===== src/rtl/qspi_ram_target_if.sv =====
// qspi_ram_target_if
//   Groups the quad-SPI pins between an initiator and the RAM target.
//   Signals:
//     spi_clk      initiator clock (sampled by the target's system clock)
//     spi_select   chip select, active-low
//     spi_data_in  quad data from initiator to target
//     spi_data_out quad data from target to initiator
//     spi_data_oe  output enables for spi_data_out (all bits equal)
//     busy         target is inside a transaction
//   Modports:
//     master  initiator side (drives clock, select and data_in)
//     slave   target side (drives data_out, oe and busy)
interface qspi_ram_target_if;
  logic       spi_clk;
  logic       spi_select;
  logic [3:0] spi_data_in;
  logic [3:0] spi_data_out;
  logic [3:0] spi_data_oe;
  logic       busy;

  modport master (
    output spi_clk,
    output spi_select,
    output spi_data_in,
    input  spi_data_out,
    input  spi_data_oe,
    input  busy
  );

  modport slave (
    input  spi_clk,
    input  spi_select,
    input  spi_data_in,
    output spi_data_out,
    output spi_data_oe,
    output busy
  );
endinterface


===== src/rtl/qspi_ram_target.sv =====
// qspi_ram_target
//   Quad-SPI slave that fronts a 2^ADDR_BITS byte array. Supports fast read
//   (0x0B, 24-bit address, DUMMY_CYCLES dummy rises) and page-less write
//   (0x02, 24-bit address). Bursts are unlimited and wrap modulo the array
//   size; a transaction ends only when spi_select goes high.
//   Ports:
//     clk  system clock, all state updates on its rising edge
//     rst  asynchronous reset, active-high (array contents are kept)
//     bus  qspi_ram_target_if.slave pin bundle
module qspi_ram_target #(
  parameter int ADDR_BITS    = 8,
  parameter int DUMMY_CYCLES = 4
) (
  input  logic                 clk,
  input  logic                 rst,
  qspi_ram_target_if.slave     bus
);

  localparam logic [2:0] ST_IDLE   = 3'd0;
  localparam logic [2:0] ST_CMD    = 3'd1;
  localparam logic [2:0] ST_ADDR   = 3'd2;
  localparam logic [2:0] ST_DUMMY  = 3'd3;
  localparam logic [2:0] ST_READ   = 3'd4;
  localparam logic [2:0] ST_WRITE  = 3'd5;
  localparam logic [2:0] ST_IGNORE = 3'd6;

  // The nibble counter doubles as the dummy-rise counter, so widen it only
  // when the dummy count would not fit in three bits.
  localparam int CNT_W = (DUMMY_CYCLES > 7) ? $clog2(DUMMY_CYCLES + 1) : 3;

  logic [2:0]       state_r;
  logic [CNT_W-1:0] cnt_r;
  logic [23:0]      addr_r;
  logic [7:0]       shift_r;
  logic [7:0]       wdata_r;
  logic             wr_pend_r;
  logic             is_write_r;
  logic             armed_r;
  logic             spi_clk_r;
  logic [3:0]       data_out_r;
  logic             oe_r;
  logic             busy_r;

  logic [7:0]       mem_r [2**ADDR_BITS];

  logic             rise_s;
  logic             fall_s;
  logic [7:0]       cmd_s;
  logic [7:0]       rd_byte_s;

  // Edge decode and read-port lookup
  always_comb begin
    rise_s    = bus.spi_clk & ~spi_clk_r;
    fall_s    = ~bus.spi_clk & spi_clk_r;
    cmd_s     = {shift_r[3:0], bus.spi_data_in};
    rd_byte_s = mem_r[addr_r[ADDR_BITS-1:0]];
  end

  // Protocol FSM, address/nibble bookkeeping and registered pin outputs
  always_ff @(posedge clk or posedge rst) begin
    if (rst) begin
      state_r    <= ST_IDLE;
      cnt_r      <= '0;
      addr_r     <= 24'h000000;
      shift_r    <= 8'h00;
      wdata_r    <= 8'h00;
      wr_pend_r  <= 1'b0;
      is_write_r <= 1'b0;
      armed_r    <= 1'b0;
      spi_clk_r  <= 1'b0;
      data_out_r <= 4'h0;
      oe_r       <= 1'b0;
      busy_r     <= 1'b0;
    end else begin
      spi_clk_r <= bus.spi_clk;

      // A completed write byte commits one cycle after its second nibble,
      // even if select rises in that cycle: only partial bytes are dropped.
      if (wr_pend_r) begin
        wr_pend_r <= 1'b0;
        addr_r    <= addr_r + 24'd1;
      end

      if (bus.spi_select) begin
        // Seeing select high re-arms the target after a reset.
        state_r <= ST_IDLE;
        cnt_r   <= '0;
        oe_r    <= 1'b0;
        busy_r  <= 1'b0;
        armed_r <= 1'b1;
      end else begin
        case (state_r)
          ST_IDLE: begin
            if (armed_r) begin
              state_r <= ST_CMD;
              cnt_r   <= '0;
              busy_r  <= 1'b1;
            end
          end
          ST_CMD: begin
            if (rise_s) begin
              shift_r <= cmd_s;
              if (cnt_r == CNT_W'(1)) begin
                cnt_r <= '0;
                case (cmd_s)
                  8'h0B: begin
                    state_r    <= ST_ADDR;
                    is_write_r <= 1'b0;
                  end
                  8'h02: begin
                    state_r    <= ST_ADDR;
                    is_write_r <= 1'b1;
                  end
                  default: state_r <= ST_IGNORE;
                endcase
              end else begin
                cnt_r <= cnt_r + CNT_W'(1);
              end
            end
          end
          ST_ADDR: begin
            if (rise_s) begin
              addr_r <= {addr_r[19:0], bus.spi_data_in};
              if (cnt_r == CNT_W'(5)) begin
                cnt_r <= '0;
                if (is_write_r) begin
                  state_r <= ST_WRITE;
                end else if (DUMMY_CYCLES == 0) begin
                  state_r <= ST_READ;
                end else begin
                  state_r <= ST_DUMMY;
                end
              end else begin
                cnt_r <= cnt_r + CNT_W'(1);
              end
            end
          end
          ST_DUMMY: begin
            if (rise_s) begin
              if (cnt_r == CNT_W'(DUMMY_CYCLES - 1)) begin
                cnt_r   <= '0;
                state_r <= ST_READ;
              end else begin
                cnt_r <= cnt_r + CNT_W'(1);
              end
            end
          end
          ST_READ: begin
            // cnt_r[0] selects which half of the current byte goes out next.
            if (fall_s) begin
              oe_r <= 1'b1;
              if (!cnt_r[0]) begin
                data_out_r <= rd_byte_s[7:4];
                cnt_r      <= CNT_W'(1);
              end else begin
                data_out_r <= rd_byte_s[3:0];
                cnt_r      <= '0;
                addr_r     <= addr_r + 24'd1;
              end
            end
          end
          ST_WRITE: begin
            if (rise_s) begin
              if (!cnt_r[0]) begin
                shift_r <= {4'h0, bus.spi_data_in};
                cnt_r   <= CNT_W'(1);
              end else begin
                wdata_r   <= cmd_s;
                wr_pend_r <= 1'b1;
                cnt_r     <= '0;
              end
            end
          end
          ST_IGNORE: begin
            oe_r <= 1'b0;
          end
          default: begin
            state_r <= ST_IDLE;
            cnt_r   <= '0;
            oe_r    <= 1'b0;
            busy_r  <= 1'b0;
          end
        endcase
      end
    end
  end

  // Byte array write port; deliberately outside reset so contents persist
  always_ff @(posedge clk) begin
    if (wr_pend_r) begin
      mem_r[addr_r[ADDR_BITS-1:0]] <= wdata_r;
    end
  end

  assign bus.spi_data_out = data_out_r;
  assign bus.spi_data_oe  = {4{oe_r}};
  assign bus.busy         = busy_r;

endmodule


===== src/flat_wrapper.sv =====
// flat-port wrapper written by rule: the top's interface ports become plain ports
module qspi_ram_target_flat 
#(
  parameter int ADDR_BITS    = 8,
  parameter int DUMMY_CYCLES = 4
)
  (clk, rst, bus_spi_clk, bus_spi_select, bus_spi_data_in, bus_spi_data_out, bus_spi_data_oe, bus_busy);
  qspi_ram_target_if bus_i ();
  input  logic clk;
  input  logic rst;
  input wire logic [$bits(bus_i.spi_clk)-1:0] bus_spi_clk;
  input wire logic [$bits(bus_i.spi_select)-1:0] bus_spi_select;
  input wire logic [$bits(bus_i.spi_data_in)-1:0] bus_spi_data_in;
  output wire logic [$bits(bus_i.spi_data_out)-1:0] bus_spi_data_out;
  output wire logic [$bits(bus_i.spi_data_oe)-1:0] bus_spi_data_oe;
  output wire logic [$bits(bus_i.busy)-1:0] bus_busy;
  assign bus_i.spi_clk = bus_spi_clk;
  assign bus_i.spi_select = bus_spi_select;
  assign bus_i.spi_data_in = bus_spi_data_in;
  assign bus_spi_data_out = bus_i.spi_data_out;
  assign bus_spi_data_oe = bus_i.spi_data_oe;
  assign bus_busy = bus_i.busy;
  qspi_ram_target #(.ADDR_BITS(ADDR_BITS), .DUMMY_CYCLES(DUMMY_CYCLES)) u_core (.clk(clk), .rst(rst), .bus(bus_i));
endmodule

===== config.mk =====
export PLATFORM = sky130hd
export DESIGN_NAME = qspi_ram_target_flat
export DESIGN_NICKNAME = d
export VERILOG_FILES = /design/src/rtl/qspi_ram_target_if.sv /design/src/rtl/qspi_ram_target.sv /design/src/flat_wrapper.sv
export SDC_FILE = /design/constraint.sdc
export NUM_CORES = 2
export LEC_CHECK = 0
export ABC_CLOCK_PERIOD_IN_PS = 4250
export CORE_UTILIZATION = 40
export CTS_CLUSTER_DIAMETER = 200
export CTS_CLUSTER_SIZE = 30
export DETAILED_ROUTE_END_ITERATION = 8
export MAX_ROUTING_LAYER = met4
export PLACE_DENSITY = 0.56
export SYNTH_ARGS = -nofsm -noshare
export SYNTH_HDL_FRONTEND = slang
export SYNTH_SLANG_ARGS = --single-unit

===== constraint.sdc =====
create_clock -name clk -period 4.25 [get_ports clk]
set_input_delay 0.85 -clock clk [delete_from_list [all_inputs] [get_ports clk]]
set_output_delay 0.85 -clock clk [all_outputs]
set_load 0.01 [all_outputs]

==> impl_metrics.ini <==
[worst_setup_path]
end_kind = flip-flop
start_kind = flip-flop
r2r_slack_ns = 0.46
max_stage_delay_ns = 0.89
cpMostUsedCell = nand2_1
critPathKind = flip-flop to flip-flop
required_ns = 4.92
slowest_stage = and2b_2
critPathArrivalTime_ns = 4.46
crit_fanout = 27
path_cells = and2b_2 > nand2_1 > nand4_1 > nand2_1 > a2111oi_1 > buf_4 > a41oi_1 > a31oi_1 > a211oi_1
cp_top_family = simple AND/OR/NAND/NOR gates
worst-path-buf-inv = 1

[detailed_routing]
wl_per_cell_um = 32.4
ant_nets = 0
dr.pass1.iters = 6
via_count = 41000
drtIter0Drc = 5412
drt-total-wl_um = 224000
drcViolationCount = 0
vias_per_cell = 5.94

[synthesis]
syn_avg_cell_area_um2 = 20.9
synthFlopType = edfxtp_1
synth_compound_area_frac = 0.0272
async_flop_share = 0.0173
syn_area_um2 = 81800
synth_cell_types = 72
syn_nets = 3934
synth_simple_gate_area_frac = 0.0299
synthMuxAreaShare = 0.160
yosysWarnings = 0
synth_edf_count = 2048
post_synth_fa_ha_maj_area_fraction = 0.00138
netlist_instances = 3917
post_synth_xor_area_fraction = 0.00139
synth_top_family_by_area = multiplexers
ys_seq_area_frac = 0.762
synth.ff_latch_count = 2084

[power_and_ir_drop]
combPwrFrac = 0.289
p_switching_mw = 14.6
powerDensity_nw_per_um2 = 510
netSwitchingFraction = 0.319
p_seq_frac = 0.504
peakVddDrop_uv = 408
p_int_mw = 31.2
p_leak_nw = 30.4
power_frac_clock = 0.208

[global_route]
antenna_found_initial = 9
grt_max_degree = 169
track_usage = 0.224
use_met3 = 0.0342
grt-ovfl-total = 0
grt_pass1_vias = 40600
grtUsageMet2 = 0.336
grt_pass1_wl_um = 317000
busiest_layer = met2
gr-usage-met1 = 0.313

[place]
dp_slack_ns = 0.497
hpwl_um = 143000
gp_congestion = 0.899
io_buffers = 16

[run]
drv_cap = 0

[layout]
final_net_count = 4213
layout_common_cells = edfxtp_1 (2048), mux4_2 (502), buf_4 (388)
syn_to_final_growth_pct = 9.86
final_common_cell = edfxtp_1
drive_gt1_frac = 0.254

[cts]
h-tree-depth = 3
insertion_delay_ns = 0.78
clock_path_buffers = 3
root_buffer = clkbuf_16
ctsResizeCount = 0
cts_setup_buffers = 0
cts_tree = yes
cts-buffers-inserted = 79
cts_sinks = 2084
clkTransAtPathRegs_ns = 0.12
cts_hold_buffers = 0

[die]
core_region_area_um2 = 203000
die_height_um = 454
rows = 165
io_pins = 17
dieWidth_um = 454
die-area_um2 = 206000
start_util = 0.404

[sta]
hold_violations = 0
tightest_slew_ns = 1.25
worst_slack_ns = 0.456
finalCritPeriodShare = 0.893
setup_viol = 0
finalCriticalPeriod_ns = 3.79
rsz0062_at_grt = no
max_freq_ghz = 0.264
relSlewSlack = 0.166
clock_skew_ns = 0.0498
finalMaxSlewViolations = 0
fin_setup_tns_ns = 0

[min_path]
min_path_type = input port to async pin

[outcome]
outcome = completed
[area by class of cell]
class / instances / area [um^2]
tap: 2672 / 3340
timing repair buffer: 442 / 3830
clock buffer: 104 / 2070
sequential: 2084 / 62400
clock inverter: 5 / 66.3
multi-input combinational: 1575 / 18100
inverter: 14 / 57.6
fill: 17200 / 113000
antenna: 3 / 7.51
[worst register-to-register path, stage by stage (launching register included)]
cell       delay, ns
dfrtp_4         0.85
and2b_2         0.91
nand2_1         0.21
nand4_1         0.23
nand2_1         0.09
a2111oi_1       0.85
buf_4           0.23
a41oi_1         0.04
a31oi_1         0.21
a211oi_1        0.09
[metrics by stage]
step | hold slack (ns) | power, mW | std cells | cell area [um^2] | utilization
5_1_grt | 0.383 | 47.1 | 6898 | 89900 | 0.443
3_5_place_dp | 0.524 | 36.8 | 6787 | 87800 | 0.433
2_1_floorplan | 0.483 | 31.6 | 3917 | 81800 | -
4_1_cts | 0.306 | 46.1 | 6896 | 89900 | 0.443
3_3_place_gp | 0.519 | 36.8 | 6787 | 87800 | 0.433
6_report | 0.349 | 45.8 | 6899 | 89900 | 0.443
[per-layer routing]
metal,up-vias,routed length (um)
li1,16700,-
met1,22200,94700
met2,1790,104000
met3,308,17000
met4,0,8180
met5,-,0
[state kept, by name, summed over array words and instances (netlist names), 3 cells and up]
name                     count
u_core.mem_r              2048
u_core.wdata_r               8
u_core.state_r               3
u_core.bus.spi_data_out      4
u_core.shift_r               4
u_core.cnt_r                 3
u_core.addr_r                8
[cell usage after synthesis, types with 13 or more instances]
cell | count | area share
and3_1 | 21 | 0.0016
mux4_2 | 502 | 0.14
edfxtp_1 | 2048 | 0.75
nand3_1 | 65 | 0.0040
o22ai_1 | 17 | 0.0013
a22oi_1 | 86 | 0.0079
buf_6 | 23 | 0.0032
mux2i_1 | 153 | 0.019
mux2_2 | 24 | 0.0033
nor3_1 | 23 | 0.0014
dfrtp_1 | 36 | 0.011
nor2_1 | 300 | 0.014
a21oi_1 | 63 | 0.0039
buf_2 | 76 | 0.0046
o21ai_0 | 21 | 0.0013
nand2_1 | 83 | 0.0038
a211oi_1 | 23 | 0.0021
buf_4 | 46 | 0.0042
nor2b_1 | 13 | 0.00099
buf_1 | 14 | 0.00064
o211ai_1 | 20 | 0.0018
clkbuf_1 | 83 | 0.0038
a31oi_1 | 13 | 0.00099
nand4_1 | 21 | 0.0016
[cells by family (layout without fill, tap and decap cells)]
family          Yosys count  count (layout)
simple gates            554             554
other cells               0               3
buf+inv                 258             565
fa+ha+maj                 9               9
flops                  2084            2084
mux                     679             679
compound gates          320             320
xor+xnor                 13              13
[final timing paths]
path,start,end,cells past startpoint
max in group asynchronous,rst,u_core.addr_r[2]$_DFF_PP0_,3
min in group clk,u_core.shift_r[1]$_DFFE_PP0P_,u_core.shift_r[1]$_DFFE_PP0P_,1
min,rst,u_core.wdata_r[0]$_DFFE_PP0P_,2
max,u_core.addr_r[0]$_DFF_PP0_,u_core.bus.spi_data_out[2]$_DFFE_PP0P_,9
max reg2reg,u_core.addr_r[0]$_DFF_PP0_,u_core.bus.spi_data_out[2]$_DFFE_PP0P_,9
min reg2reg,u_core.shift_r[1]$_DFFE_PP0P_,u_core.shift_r[1]$_DFFE_PP0P_,1
[power groups by stage]
stage,logic (mW),clock network [mW],registers [mW]
2_1_floorplan,8.47,0,23.1
3_3_place_gp,13.3,0,23.5
3_5_place_dp,13.2,0,23.5
4_1_cts,13.3,9.74,23.1
5_1_grt,13.7,10.3,23.1
6_report,13.2,9.51,23.1
Power figures use the tool's default switching activity.
